**config.mk**
```make
export PLATFORM = sky130hd
export DESIGN_NAME = jk_mod_counter
export DESIGN_NICKNAME = d
export VERILOG_FILES = /design/src/rtl/jk_mod_counter.sv
export SDC_FILE = /design/constraint.sdc
export NUM_CORES = 1
export LEC_CHECK = 0
export ABC_AREA = 1
export CORE_MARGIN = 2
export CORE_UTILIZATION = 45
export DETAILED_ROUTE_END_ITERATION = 7
export GPL_TIMING_DRIVEN = 0
export PLACE_DENSITY = 0.78
export SLEW_MARGIN = 10
export SYNTH_ARGS = -nofsm -noshare
export SYNTH_HDL_FRONTEND = slang
export SYNTH_SLANG_ARGS = --single-unit
export TNS_END_PERCENT = 100
```
**constraint.sdc**
```tcl
create_clock -name clk_in -period 1.9 [get_ports clk_in]
set_input_delay 0.475 -clock clk_in [delete_from_list [all_inputs] [get_ports clk_in]]
set_output_delay 0.475 -clock clk_in [all_outputs]
set_load 0.02 [all_outputs]
```
**src/rtl/jk_mod_counter.sv**
```systemverilog
// Modulo-MOD up/down counter built from JK flip-flops, stepped by the
// rising edges of an asynchronous divided-clock level, with parallel load,
// a one-cycle terminal-count pulse and an active-low seven-segment decode.
module jk_mod_counter #(
   parameter int unsigned WIDTH = 4,
   parameter int unsigned MOD   = 10
) (
   input  logic             clk_in,
   input  logic             rst_n,
   input  logic             tick_in,
   input  logic             en,
   input  logic             up_dn,
   input  logic             load,
   input  logic [WIDTH-1:0] load_val,
   output logic [WIDTH-1:0] count,
   output logic             tc,
   output logic [6:0]       seg_n
);

   // One extra bit so MOD = 2^WIDTH is representable in the load range check.
   localparam int unsigned   CW    = WIDTH + 1;
   localparam logic [WIDTH-1:0] TOP   = WIDTH'(MOD - 1);
   localparam logic [CW-1:0]    MOD_V = CW'(MOD);

   logic             s1, s2, s3;
   logic             step;
   logic [WIDTH-1:0] target;
   logic [WIDTH-1:0] j, k;
   logic [WIDTH-1:0] q_nxt;
   logic             tc_nxt;
   logic [3:0]       nib;

   // Two-flop synchronizer for tick_in plus a history flop for edge detection.
   always_ff @(posedge clk_in or negedge rst_n) begin
      if (!rst_n) begin
         s1 <= 1'b0;
         s2 <= 1'b0;
         s3 <= 1'b0;
      end else begin
         s1 <= tick_in;
         s2 <= s1;
         s3 <= s2;
      end
   end

   assign step = s2 & ~s3;

   // Select the value the count should take next; load wins over a step.
   always_comb begin
      target = count;
      tc_nxt = 1'b0;
      if (load) begin
         if ({1'b0, load_val} >= MOD_V) begin
            target = '0;
         end else begin
            target = load_val;
         end
      end else if (step && en) begin
         if (up_dn) begin
            if (count == TOP) begin
               target = '0;
               tc_nxt = 1'b1;
            end else begin
               target = count + WIDTH'(1);
            end
         end else begin
            if (count == '0) begin
               target = TOP;
               tc_nxt = 1'b1;
            end else begin
               target = count - WIDTH'(1);
            end
         end
      end
   end

   // JK inputs: toggle a bit exactly where it differs from the target.
   always_comb begin
      j     = target ^ count;
      k     = target ^ count;
      q_nxt = (j & ~count) | (~k & count);
   end

   // Count JK flops and the registered terminal-count pulse.
   always_ff @(posedge clk_in or negedge rst_n) begin
      if (!rst_n) begin
         count <= '0;
         tc    <= 1'b0;
      end else begin
         count <= q_nxt;
         tc    <= tc_nxt;
      end
   end

   assign nib = 4'(count);

   // Active-low seven-segment decode of the count, bit order {g,f,e,d,c,b,a}.
   always_comb begin
      seg_n = 7'b1111111;
      case (nib)
         4'h0: seg_n = 7'b1000000;
         4'h1: seg_n = 7'b1111001;
         4'h2: seg_n = 7'b0100100;
         4'h3: seg_n = 7'b0110000;
         4'h4: seg_n = 7'b0011001;
         4'h5: seg_n = 7'b0010010;
         4'h6: seg_n = 7'b0000010;
         4'h7: seg_n = 7'b1111000;
         4'h8: seg_n = 7'b0000000;
         4'h9: seg_n = 7'b0010000;
         4'hA: seg_n = 7'b0001000;
         4'hB: seg_n = 7'b0000011;
         4'hC: seg_n = 7'b1000110;
         4'hD: seg_n = 7'b0100001;
         4'hE: seg_n = 7'b0000110;
         4'hF: seg_n = 7'b0001110;
         default: seg_n = 7'b1111111;
      endcase
   end

endmodule

```
## Word-level counts from Yosys, hierarchy flattened

Memory sizes are Yosys's and may differ from the RTL's.
Index checks and enable logic that the tools add are counted.

| cells by class | value |
|---|---|
| equal/unequal tests | 1 |
| reduce and logical (&&, ||, !) cells | 2 |
| bitwise logic cells | 8 |
| magnitude comparators | 1 |
| mux-type cells | 11 |
| add/sub/neg operators | 2 |

Operator list:

| kind | count |
|---|---|
| 4-bit two-way mux | 6 |
| 4-bit bitwise AND | 2 |
| 4-bit NOT | 2 |
| 1-bit two-way mux | 5 |
| 4-bit by 1-bit adder with 4-bit output, second input constant | 1 |
| 4-bit == test, second input constant | 1 |
| 4-bit greater-or-equal comparator, second input constant | 1 |
| 4-bit zero test | 1 |
| 4-bit OR | 1 |
| 4-bit by 1-bit subtractor with 4-bit output, second input constant | 1 |
| 4-bit XOR | 1 |
| 1-bit bitwise AND | 1 |
| 1-bit logical AND | 1 |
| 1-bit NOT | 1 |

| storage, ports and cells | value |
|---|---|
| register bits after elaboration | 8 |
| input bits | 10 |
| memories | 1 |
| memory bits (read-only) | 112 |
| word-level logic and storage cells | 31 |
| output and inout port bits | 12 |

Memories:

| name | depth | bits a word | rd ports | clocked after memory_dff | write ports | RTL line | text |
|---|---|---|---|---|---|---|---|
| (no name shown) | 16 | 7 | 1 | 0 | 0 | 100 | `case (nib)` |

## Depth between registers and ports, before layout

| depth | value |
|---|---|
| depth in word-level cells | 9 |
| gate-level depth with buffers | 9 |
| gate-level depth less buffers | 9 |

## Worst setup path after synthesis

OpenSTA, ideal clock, no wires.

| path | value |
|---|---|
| path type | flip-flop to output port |
| start point | reg count[0] |
| end point | out seg_n[4] |
| required time | 1.425 ns |
| buffers on the path | 0 |
| arrival | 1.482 ns |
| cell stages (with the launch flop) | 6 |
| setup slack | -0.057 ns |
| cell sequence | dfrtp_1 > inv_2 > ha_1 > nand2_1 > o21ai_0 > o21ai_0 |

| between the ends | value |
|---|---|
| word-level cells in the longest chain between the ends | 1 |

RTL lines:

| element | RTL line | text |
|---|---|---|
| start, declared | 15 | `output logic [WIDTH-1:0] count,` |
| start signal, assigned | 90 | `count <= q_nxt;` |
| memory read 16 x 7 bit | -- |  |
| end, declared | 17 | `output logic [6:0] seg_n` |

No other way between the ends.

## Worst setup path after layout

| path | value |
|---|---|
| start point | reg count[1] |
| end point | out seg_n[0] |

The elaborated chain is that of the path after synthesis.

==> impl_results.md <==
* Share of the synthesized area in the top cell type at 28.1%
* Slew margin rel. at between 70% and 80%
* # nets final at approximately 150
* HP Class: flop to flop
* Most used cell, CP: o21ai_1
* RD Place Congestion at between 0.8 and 0.9
* Drt pass-1 iters at 4
* Layout fillers at approximately 110
* H-tree depth at 1
* First-pass GRT wire length at between 2 and 3 mm
* Most frequent cells in the layout: 18 x nand2_1, 12 x clkdlybuf4s50_1, 10 x buf_4
* Clock tree sinks at 8
* CTS Buffer Depth at 2
* Vias in the first global route at around 670
* Ports at 22
* Leakage at between 0.5 and 0.6 nW
* Dominant cells by area after synthesis: dfrtp_1 28%, nand2_1 12%, ha_1 11%
* Cells after Synth at 98
* Drt total wl at between 1.5 and 2 mm
* Port bufs at 21
* Final hold violation count at 0
* Syn nets at 114
* Area growth syn-to-layout at 53.3%
* Clock skew at ~0.8 ps
* Initial antenna violation count at 0
* Die height at around 44 um
* CTS tree: done
* Clock latency on the worst-skew pair at about 250 ps
* Largest net degree at the start of global routing at 11
* DP Wirelength at ~1.3 mm
* Final worst slack at -81.4 ps
* DR vias at about 800
* Setup crit start kind: flop
* Routed WL per cell at 13.2 um
* GRT overflow at 0
* Register area share after synthesis at roughly 28%
* Min Clock Period, post-route at just under 2000 ps
* Post-synth cell types at 23
* Worst path cell trace: inv_4 > ha_4 > inv_2 > a21oi_2 > o21ai_1 > o21ai_1 > buf_4
* Worst Max-Slew Pin Slew at ~330 ps
* 1st-iter DRT viols at 15
* VDD IR-drop max at between 0.0005 and 0.0006 V
* Layout cells sized above 1 at about a third
* CP Class: flop to output port
* Number of cell rows at 14
* Core area at 1490 um2
* Pre-CTS WS at -419 ps
* DRC viols at 0
* Mapped Avg Cell Area at around 7.3 um2
* Hold_buf cts at 0
* Worst Setup End Kind: output port
* Post-DRT Antenna Nets at 0
* CP max-delay cell: dfrtp_2
* Ant. Diodes at 0
* Commonest non-fill, non-tap cell in the layout: nand2_1
* Power density over the cells at roughly 650 nW/um2
* Clock root cell: clkbuf_4
* Num CTS Buffers at 3
* Die X at ~44 um
* CTS clk-pin slew, worst paths at around 50 ps
* Top delay family on crit path: flip-flops
* Buf/Inv on CP at 3
* Failing checks: setup timing
* Min Hold Slack at 349 ps
* RSZ-0062 raised after global routing: true
* Fin util at between 70 and 80%
* Final slew viol count at 0
* Max-Cap Viols at 0
* Fin crit share at 104%
* Via/cell ratio at ~5.5
* Final setup vio count at 6
* Synth warn at 0
* CP max stage delay at about 480 ps
* CP Max Fanout at 4
* GR Util All Layers at 19.6%
* Fmax at 505 MHz
* Worst Path Arrival at roughly 1500 ps
* Mapped Area at about 710 um2
* Starting Density at between 40 and 50%
* Critical path required time at around 1400 ps
* Die area at between 1500 and 2000 um2
* Setup_tns at -216 ps
* Synth Register Bits at 8
* Status: finished with violations
* Synth area leader: dfrtp_1
* Design Power at 707 uW
-- power by group --
part           switching, mW  leakage, nW  internal (mW)
clock                 0.0545       0.0150         0.0801
sequential            0.0236       0.0966          0.184
combinational          0.202        0.401          0.163
-- worst paths after layout --
kind / cells past startpoint / endpoint / start / slack (ps)
min reg2reg: 0 / s2$_DFF_PN0_ / s1$_DFF_PN0_ / 350
min: 0 / s2$_DFF_PN0_ / s1$_DFF_PN0_ / 350
max in group asynchronous: 1 / count[0]$_DFF_PN0_ / rst_n / 1140
max: 7 / seg_n[0] / count[1]$_DFF_PN0_ / -80
min in group asynchronous: 1 / s2$_DFF_PN0_ / rst_n / 490
max reg2reg: 9 / count[2]$_DFF_PN0_ / count[0]$_DFF_PN0_ / 310
-- area by class of cell --
| class | instances | area (um2) | share of cell area (%) |
|---|---|---|---|
| multi-input combinational | 76 | 518 | 47.4 |
| timing repair buffer | 28 | 246 | 22.5 |
| sequential | 8 | 203 | 18.5 |
| inverter | 11 | 46.3 | 4.23 |
| buffer | 3 | 33.8 | 3.09 |
| clock buffer | 4 | 26.3 | 2.40 |
| tap | 16 | 20.0 | 1.83 |
-- registers in the layout, summed over array words and instances, names as in the netlist --
name   flops
s2         1
count      4
s3         1
s1         1
tc         1
-- cell usage after synthesis --
master    instances
xor2_1            1
nand3_1          10
inv_2             2
o211ai_1          2
nand4_1           2
buf_8             1
o21ai_1           3
o21ai_0           8
a211oi_1          1
a21oi_2           1
nand2_1          22
nand3_2           2
a21oi_1           7
buf_6             1
buf_4             1
nor2_8            1
inv_1             9
nor3_1            1
dfrtp_1           8
nor2_1            6
nand3b_1          1
ha_1              6
nor2_2            2
-- cell families after synthesis --
logic type                 share of synthesized area, %
adders and majority gates                          10.5
xor gates and xnor gates                           1.23
AOI/OAI and AO/OA                                  17.0
buffers and inverters                              10.5
DFF                                                28.1
and+or+nand+nor                                    32.6
-- per-stage QoR --
step | instance area [um2] | std cells
after floorplan | 716 | 98
after global placement | 946 | 135
after detailed placement | 946 | 135
after CTS | 1010 | 144
after global routing | 1090 | 146
final | 1090 | 146
-- routing by layer --
metal	GRT usage (%)	vias up	wire, um
met1	27.5	381	871
met5	0	-	0
met2	32.1	27	958
met3	2.92	2	85
li1	-	400	-
met4	4.24	0	8
-- repair_timing --
| item | 4_1_cts | 5_1_grt |
|---|---|---|
| pin swaps | 2 | 7 |
| buffers inserted | 5 | 2 |
| setup endpoints to repair | 7 | 8 |
| gates resized for setup | 43 | 19 |
Power figures use the tool's default switching activity.
